$ cat src/rtl/pending_encoder_16to4_pkg.sv
// Shared select-encoding types and the line-to-index convention.
// Used by the pending encoder and by the 16:1 select muxes it drives.
package core_sel_pkg;

    typedef enum logic {
        IDLE,
        OFFER
    } enc_state_t;

    // Index i addresses line bit [n-1-i].
    function automatic int idx_to_bit(input int n, input int idx);
        return n - 1 - idx;
    endfunction

endpackage

$ cat src/rtl/pending_encoder_16to4_if.sv
// Valid/ready offer channel carrying the encoded select index.
// The producer drives the master side and the consumer drives the slave side.
interface pending_encoder_16to4_if #(
    parameter int N     = 16,
    parameter int IDX_W = $clog2(N)
);
    logic             out_valid;
    logic [IDX_W-1:0] out_idx;
    logic             out_ready;

    modport master (
        output out_valid,
        output out_idx,
        input  out_ready
    );

    modport slave (
        input  out_valid,
        input  out_idx,
        output out_ready
    );
endinterface

$ cat src/rtl/pending_encoder_16to4_prio_pick.sv
// Rotating priority search: first set index at or after i_start, wrapping.
// Index i is looked up at vector bit [N-1-i].
module prio_pick_16
    import core_sel_pkg::*;
#(
    parameter int N     = 16,
    parameter int IDX_W = $clog2(N)
) (
    input  logic [N-1:0]     i_vec,
    input  logic [IDX_W-1:0] i_start,
    output logic             o_found,
    output logic [IDX_W-1:0] o_idx
);

    logic [IDX_W-1:0] w_j;

    // Scan farthest-first so the nearest hit overwrites the result.
    always_comb begin
        o_found = 1'b0;
        o_idx   = '0;
        w_j     = '0;
        for (int k = N - 1; k >= 0; k--) begin
            w_j = i_start + IDX_W'(k);
            if (i_vec[IDX_W'(idx_to_bit(N, int'(w_j)))]) begin
                o_found = 1'b1;
                o_idx   = w_j;
            end
        end
    end

endmodule

$ cat src/rtl/pending_encoder_16to4.sv
// Sticky request collector that offers one pending line index over valid/ready.
// Define PENDING_ENC_ROUND_ROBIN_EN for rotating priority; default is lowest index first.
module pending_encoder_16to4
    import core_sel_pkg::*;
#(
    parameter  int N     = 16,
    localparam int IDX_W = $clog2(N)
) (
    input  logic                           clk,
    input  logic                           reset,
    input  logic [N-1:0]                   req,
    input  logic                           flush,
    pending_encoder_16to4_if.master        sel,
    output logic [N-1:0]                   pending
);

    enc_state_t       r_state;
    logic [N-1:0]     r_pending;
    logic             r_valid;
    logic [IDX_W-1:0] r_idx;

    logic             w_hs;
    logic [N-1:0]     w_clr;
    logic [N-1:0]     w_rem;
    logic [IDX_W-1:0] w_start;
    logic             w_found;
    logic [IDX_W-1:0] w_pick;

    assign w_hs = r_valid && sel.out_ready;

    always_comb begin
        w_clr = '0;
        if (w_hs) begin
            w_clr[IDX_W'(idx_to_bit(N, int'(r_idx)))] = 1'b1;
        end
    end

    // Same-cycle requests are excluded from the pick; they are seen next cycle.
    assign w_rem = r_pending & ~w_clr;

`ifdef PENDING_ENC_ROUND_ROBIN_EN
    logic [IDX_W-1:0] r_rr_ptr;

    assign w_start = w_hs ? r_idx + 1'b1 : r_rr_ptr;

    always_ff @(posedge clk) begin
        if (reset) begin
            r_rr_ptr <= '0;
        end else if (w_hs) begin
            r_rr_ptr <= r_idx + 1'b1;
        end
    end
`else
    assign w_start = '0;
`endif

    prio_pick_16 #(
        .N     (N),
        .IDX_W (IDX_W)
    ) u_pick (
        .i_vec   (w_rem),
        .i_start (w_start),
        .o_found (w_found),
        .o_idx   (w_pick)
    );

    always_ff @(posedge clk) begin
        if (reset) begin
            r_state   <= IDLE;
            r_pending <= '0;
            r_valid   <= 1'b0;
            r_idx     <= '0;
        end else if (flush) begin
            r_state   <= IDLE;
            r_pending <= '0;
            r_valid   <= 1'b0;
        end else begin
            r_pending <= w_rem | req;
            unique case (r_state)
                IDLE: begin
                    if (w_found) begin
                        r_idx   <= w_pick;
                        r_valid <= 1'b1;
                        r_state <= OFFER;
                    end
                end
                OFFER: begin
                    if (w_hs) begin
                        if (w_found) begin
                            r_idx <= w_pick;
                        end else begin
                            r_valid <= 1'b0;
                            r_state <= IDLE;
                        end
                    end
                end
                default: r_state <= IDLE;
            endcase
        end
    end

    assign sel.out_valid = r_valid;
    assign sel.out_idx   = r_idx;
    assign pending       = r_pending;

endmodule

$ cat src/flat_wrapper.sv
// flat-port wrapper written by rule: the top's interface ports become plain ports
module pending_encoder_16to4_flat import core_sel_pkg::*;
#(
    parameter  int N     = 16,
    localparam int IDX_W = $clog2(N)
)
  (clk, reset, req, flush, pending, sel_out_valid, sel_out_idx, sel_out_ready);
  pending_encoder_16to4_if #(.N(N)) sel_i ();
  input  logic clk;
  input  logic reset;
  input  logic [N-1:0] req;
  input  logic flush;
  output logic [N-1:0] pending;
  output wire logic [$bits(sel_i.out_valid)-1:0] sel_out_valid;
  output wire logic [$bits(sel_i.out_idx)-1:0] sel_out_idx;
  input wire logic [$bits(sel_i.out_ready)-1:0] sel_out_ready;
  assign sel_out_valid = sel_i.out_valid;
  assign sel_out_idx = sel_i.out_idx;
  assign sel_i.out_ready = sel_out_ready;
  pending_encoder_16to4 #(.N(N)) u_core (.clk(clk), .reset(reset), .req(req), .flush(flush), .sel(sel_i), .pending(pending));
endmodule
$ cat config.mk
export PLATFORM = sky130hd
export DESIGN_NAME = pending_encoder_16to4_flat
export DESIGN_NICKNAME = d
export VERILOG_FILES = /design/src/rtl/pending_encoder_16to4_pkg.sv /design/src/rtl/pending_encoder_16to4_if.sv /design/src/rtl/pending_encoder_16to4_prio_pick.sv /design/src/rtl/pending_encoder_16to4.sv /design/src/flat_wrapper.sv
export SDC_FILE = /design/constraint.sdc
export NUM_CORES = 1
export LEC_CHECK = 0
export CAP_MARGIN = 20
export CORE_ASPECT_RATIO = 1.4
export CORE_MARGIN = 2
export CORE_UTILIZATION = 45
export CTS_CLUSTER_DIAMETER = 60
export DETAILED_ROUTE_END_ITERATION = 10
export GPL_TIMING_DRIVEN = 0
export PLACE_DENSITY = 0.67
export SLEW_MARGIN = 10
export SYNTH_ARGS = -nofsm -noshare
export SYNTH_HDL_FRONTEND = slang
export SYNTH_HIERARCHICAL = 1
export SYNTH_SLANG_ARGS = --single-unit
$ cat constraint.sdc
create_clock -name clk -period 5.7 [get_ports clk]
set_input_delay 1.425 -clock clk [delete_from_list [all_inputs] [get_ports clk]]
set_output_delay 1.425 -clock clk [all_outputs]
set_load 0.03 [all_outputs]
==> results.toml, run 1 <==
[yosys]
synth.mux.area_fraction = 0.379
synth-seq-cells = 22
synth-async-reset-ratio = 0
synth_flop_cell = "dfxtp_1"
synth_compound_area_frac = 0.188
synth_cell_types = 65
synth_fa_ha_area_frac = 0.0263
synth_edf_count = 0
yosys.area_share.simple = 0.177
synth_top_family_by_area = "multiplexers"
syn_inst = 366
synthXorXnorAreaFrac = 0.0384
synthesis.area_um2 = 3330
ys_seq_area_frac = 0.132
syn_avg_cell_area_um2 = 9.09
post-synth-top-area-cell = "mux4_2"
yosysTopAreaCellShare = 0.196
synth_warnings = 6
synth.area.top_cells = "mux4_2, dfxtp_1, mux2i_1"

[run]
drv_cap = 0

[global_routing]
grtUsageTotal = 0.258
grt_pass1_wl_um = 16700
overflow = 0
grt_max_degree = 12
antenna_found_initial = 0
first_global_vias = 3235

[timing]
max_freq_mhz = 209
rsz0062_at_grt = "no"
post-route-min-period_ns = 4.78
relSlewSlack = 0.318
maxSlewViolCount = 0
fin_ws_ns = 0.918
worstMarginPinSlew_ns = 1.01
fin_skew_ns = 0.00401
post-route-period-util = 0.839
setup_viol = 0
tns_ns = 0
finalHoldViolations = 0

[power_and_ir_drop]
power_density_nw_per_um2 = 178
swShare = 0.423
p_leak_nw = 1.49
p_int_mw = 0.403
seqPwrFrac = 0.255
p_comb_frac = 0.611
vdd_drop_max_mv = 0.149
p_clk_frac = 0.135
p_sw_mw = 0.296

[cells_and_area]
area_growth_pct = 18.0
fin_nets = 449
num_antenna_cells = 0
layout-drive-gt1-share = 0.160
n_fill_cell = 700
finish.utilization = 0.540

[floorplanning]
num_rows = 37
die-area_um2 = 8110
start_util = 0.458
ioPinCount = 41
die_w_um = 76.7
die_y_um = 106
fp.coreArea_um2 = 7270

[setup_path]
max_stage_delay_ns = 0.52
critPathMostFrequentCell = "mux2i_1"
worstPathMaxFanout = 8
cp_slowest_cell = "clkdlybuf4s50_1"
critPathKind = "primary input to flip-flop"
r2r_setup_slack_ns = 2.19
worst_ep_arrival_time_ns = 4.97
crit_chain = "clkdlybuf4s50_1 > nand4b_1 > o31a_1 > mux4_2 > mux2i_1 > nor2_1 > nor3b_1 > o211ai_1 > o21bai_1 > a31oi_1 > a21oi_1 > nand2b_1 > mux2i_1"
critPathLaunchType = "primary input"
worstPathRequired_ns = 5.89
endpoint_kind = "flip-flop"

[clocking]
htree_levels = 1
post_cts.repair.setup_buffers = 0
cts_buffers = 3
tritoncts = "yes"
cts_resized = 0
clk_pin_slew_worst_paths_ns = 0.07
cts.sinks = 22
hold_buffers = 0
root_buffer = "clkbuf_8"
cts_buffer_depth = 2
clk_latency_ns = 0.26

[detailed_routing]
via_per_inst = 6.27
drt_wl_total_um = 10100
wire_per_inst_um = 19.6
drc_errors = 0
drt_first_pass_iters = 6
vias = 3244
ant_nets = 0
dr.first_iter.drc_count = 299

[place]
port_buffers = 39
dpl.hpwl_um = 8090
place_ws_ns = 0.733
gp_congestion = 1.05

[worst_hold_path]
hold_class = "flip-flop to flip-flop"

[outcome]
status = "finished clean"
layout make-up:
| cell class | instances | area [um2] | share of cell area |
|---|---|---|---|
| clock buffers | 3 | 41.3 | 0.0105 |
| repair buffers | 39 | 390 | 0.0995 |
| flip-flops and latches | 22 | 440 | 0.112 |
| plain buffers | 27 | 155 | 0.0395 |
| well taps | 97 | 121 | 0.0309 |
| multi-input cells | 319 | 2740 | 0.698 |
| inverters | 10 | 37.5 | 0.00956 |
per-stage QoR:
stage / power [mW] / hold WS (ns) / instance area, um2 / cells
2_1_floorplan: 0.488 / 0.512 / 3370 / 378
3_3_place_gp: 0.577 / 0.469 / 3880 / 514
3_5_place_dp: 0.580 / 0.482 / 3880 / 514
4_1_cts: 0.675 / 0.496 / 3930 / 517
5_1_grt: 0.745 / 0.542 / 3930 / 517
6_report: 0.699 / 0.491 / 3930 / 517
cells by family (layout without fill, tap and decap cells):
group / count (synthesis) / after routing
AO/OA/AOI/OAI: 88 / 88
XOR/XNOR: 12 / 12
adder cells (fa/ha/maj): 7 / 7
buffers and inverters: 37 / 79
flip-flops: 22 / 22
multiplexers: 83 / 83
other: 1 / 13
AND/OR/NAND/NOR: 116 / 116
routing by layer:
layer,part of all wire,track usage,up-vias
li1,-,-,1495
met1,0.37,0.292,1530
met2,0.50,0.460,175
met3,0.059,0.0214,44
met4,0.066,0.165,0
met5,0,0,-
registers in the layout (all words and copies together) (netlist names):
name	count
u_core/sel.out_idx	4
u_core/sel.out_valid	1
u_core/pending	16
u_core/r_state	1
power groups by stage:
stage | clock, mW | combinational, mW | sequential (mW)
2_1_floorplan | 0 | 0.287 | 0.202
3_3_place_gp | 0 | 0.396 | 0.181
5_1_grt | 0.104 | 0.461 | 0.180
6_report | 0.0941 | 0.427 | 0.178
3_5_place_dp | 0 | 0.398 | 0.181
4_1_cts | 0.0973 | 0.400 | 0.178
placed cells by master (no fill, tap or decap), types with 5 or more instances in the layout:
cell             netlist  final
clkdlybuf4s50_1        0     39
nand2b_1              15     15
o21a_1                16     16
o21ai_0               15     15
a21oi_1               14     14
dfxtp_1               22     22
buf_2                  7      7
clkbuf_1              11     11
o211ai_1               7      7
nand3_1               12     12
conb_1                 1     13
nand2_1               24     24
xor2_1                 5      5
nor2_1                40     40
mux4_2                29     29
buf_6                  5      5
mux2_2                10     10
inv_1                 10     10
o2111ai_1              6      6
ha_1                   7      7
mux2i_1               38     38
cells in the mapped netlist (all sizes together) (3+ instances only):
master / number
a21boi: 3
a21oi: 14
a31oi: 3
buf: 16
clkbuf: 11
dfxtp: 22
ha: 7
inv: 10
mux2: 13
mux2i: 38
mux4: 32
nand2: 24
nand2b: 15
nand3: 12
nand3b: 3
nor2: 40
nor2b: 3
nor3: 3
nor3b: 4
o2111ai: 6
o211ai: 7
o21a: 16
o21ai: 17
o22ai: 3
or4: 3
xnor2: 6
xor2: 6
critical path, delay by kind of cell:
kind                   cells  cell delay, ns
muxes                      3            1.07
AOI/OAI and AO/OA          5            1.05
and+or+nand+nor            4            0.90
buffers and inverters      1            0.52
worst paths after layout:
check	from	end	depth (start not counted)
worst min-delay path	u_core/pending[15]$_SDFF_PP0_	u_core/pending[15]$_SDFF_PP0_	2
worst min register to register	u_core/pending[15]$_SDFF_PP0_	u_core/pending[15]$_SDFF_PP0_	2
worst max register to register	u_core/sel.out_valid$_SDFFE_PP0P_	u_core/sel.out_idx[2]$_SDFFE_PP0P_	12
worst max-delay path	sel_out_ready	u_core/sel.out_idx[2]$_SDFFE_PP0P_	13
Note: power is estimated with default switching activity, not from simulation.
==> run 2: changes to the inputs <==
--- a/config.mk
+++ b/config.mk
@@ -12,7 +12,7 @@
 export CTS_CLUSTER_DIAMETER = 60
 export DETAILED_ROUTE_END_ITERATION = 10
 export GPL_TIMING_DRIVEN = 0
-export PLACE_DENSITY = 0.67
+export PLACE_DENSITY = 0.69
 export SLEW_MARGIN = 10
 export SYNTH_ARGS = -nofsm -noshare
 export SYNTH_HDL_FRONTEND = slang
==> constraint.sdc (replaced) <==
create_clock -name clk -period 4 [get_ports clk]
set_input_delay 1 -clock clk [delete_from_list [all_inputs] [get_ports clk]]
set_output_delay 1 -clock clk [all_outputs]
set_load 0.03 [all_outputs]
==> run 2 against run 1 <==
  * Cell count is 0.77% higher
  * Global-route usage rose by 0.75 points
  * Critical path depth is 1 lower
  * Clock skew grew 0.0013 ns
  * Via count up 1.5%
  * First-iteration DRC count is 6.7% higher
  * Count of clock-buffer cells in the layout is the same
  * Largest cell class unchanged
  * Highest routed layer unchanged
==> results.toml, run 2 (synthesis gave the netlist of run 1 again) <==
[floorplanning]
die-area_um2 = 8110
die_w_um = 76.7
start_util = 0.458
die_y_um = 106
fp.coreArea_um2 = 7270
num_rows = 37
ioPinCount = 41

[setup_path]
critPathMostFrequentCell = "mux2i_1"
max_stage_delay_ns = 0.47
crit_chain = "dlygate4sd2_1 > nand4_1 > o31a_1 > mux4_2 > mux2i_1 > mux2_4 > inv_1 > or4_1 > nor4_1 > nand3_1 > nor3b_4 > mux2i_1"
worstPathMaxFanout = 4
endpoint_kind = "flip-flop"
worstPathRequired_ns = 4.15
cp_slowest_cell = "or4_1"
critPathKind = "primary input to flip-flop"
r2r_setup_slack_ns = 0.70
worst_ep_arrival_time_ns = 4.02
critPathLaunchType = "primary input"

[power_and_ir_drop]
swShare = 0.426
p_leak_nw = 1.52
vdd_drop_max_mv = 0.239
p_int_mw = 0.585
seqPwrFrac = 0.250
power_density_nw_per_um2 = 255
p_sw_mw = 0.434
p_clk_frac = 0.135
p_total_mw = 1.02
p_comb_frac = 0.614

[global_routing]
grt_pass1_wl_um = 16900
antenna_found_initial = 0
grtUsageTotal = 0.265
overflow = 0
grt_max_degree = 12
first_global_vias = 3273

[cells_and_area]
n_fill_cell = 681
largest_register_ffs = 16
layout-drive-gt1-share = 0.186
area_growth_pct = 20.0
final_common_cell = "nor2_1"
finish.utilization = 0.549
fin_nets = 453
fin_cells = 521
postLayoutCellArea_um2 = 3990
num_antenna_cells = 0
layout_common_cells = "nor2_1, clkdlybuf4s50_1, mux2i_1"

[timing]
setup_viol = 0
finalHoldViolations = 0
maxSlewViolCount = 0
post-route-period-util = 0.967
post-route-min-period_ns = 3.87
hold_ws_ns = 0.494
rsz0062_at_grt = "no"
max_freq_mhz = 258
relSlewSlack = 0.444
worstMarginPinSlew_ns = 0.825
fin_skew_ns = 0.00534

[outcome]
status = "finished clean"

[place]
dpl.hpwl_um = 8210
gp_congestion = 0.984
port_buffers = 39
placed_cells = 514
post_dp_cell_area_um2 = 3880

[detailed_routing]
ant_nets = 0
wire_per_inst_um = 20.5
drt_first_pass_iters = 6
dr.first_iter.drc_count = 319
vias = 3293
drt_wl_total_um = 10700
via_per_inst = 6.32
drc_errors = 0

[clocking]
root_buffer = "clkbuf_8"
htree_levels = 1
clk_pin_slew_worst_paths_ns = 0.07
cts.sinks = 22
clk_latency_ns = 0.27
cts_buffer_depth = 2
hold_buffers = 0
cts_buffers = 3
tritoncts = "yes"

[worst_hold_path]
hold_class = "flip-flop to flip-flop"

[run]
drv_cap = 0
==> run 2: cell types whose count changed in the layout (fill, tap and decap cells not counted), sizes merged <==
| cell | delta |
|---|---|
| clkdlybuf4s50 | -1 |
| dlygate4sd2 | +1 |
| buf | +4 |
==> run 2: what timing repair did <==
action,in CTS,in global routing
gates resized for setup,11,1
buffers inserted,4,0
pin swaps,6,0
setup endpoints to repair,6,1
endpoints found under the hold margin,0,0
==> run 2: cell type report <==
cell class	count	area (um2)	area share
Buffer	27	155	0.0389
Timing Repair Buffer	43	419	0.105
Clock buffer	3	41.3	0.0103
Inverter	10	37.5	0.00940
Sequential cell	22	440	0.110
Tap cell	97	121	0.0304
Multi-Input combinational cell	319	2780	0.696
==> run 2: path summary, 6_finish.rpt <==
path,startpoint,end,depth (start not counted)
max,sel_out_ready,u_core/sel.out_idx[1]$_SDFFE_PP0P_,12
max reg2reg,u_core/sel.out_valid$_SDFFE_PP0P_,u_core/sel.out_idx[1]$_SDFFE_PP0P_,11
min,u_core/pending[12]$_SDFF_PP0_,u_core/pending[12]$_SDFF_PP0_,2
min reg2reg,u_core/pending[12]$_SDFF_PP0_,u_core/pending[12]$_SDFF_PP0_,2
==> run 2: power groups by stage <==
stage | combinational, mW | clock [mW] | sequential [mW]
after floorplan | 0.408 | 0 | 0.287
after global placement | 0.561 | 0 | 0.259
after detailed placement | 0.565 | 0 | 0.259
after CTS | 0.581 | 0.144 | 0.255
after global routing | 0.664 | 0.149 | 0.258
final | 0.626 | 0.138 | 0.255
==> run 2: critical path, delay by kind of cell <==
kind / cells / cell delay, ns
AO/OA/AOI/OAI: 1 / 0.38
buffers and inverters: 2 / 0.32
multiplexers: 4 / 0.94
AND/OR/NAND/NOR: 5 / 1.38
==> run 2: through the flow <==
stage | setup WS (ns) | setup TNS [ns]
global placement | -0.554 | -2.99
CTS | 0.180 | 0
floorplan | 0.451 | 0
finish | 0.131 | 0
detailed placement | -0.576 | -3.16
global route | 0.0265 | 0
==> run 2: layer usage <==
metal	vias up	wire [um]	global-route usage
met4	0	601	0.181
met5	-	0	0
li1	1501	-	-
met2	176	5410	0.472
met1	1578	3990	0.296
met3	38	681	0.0240
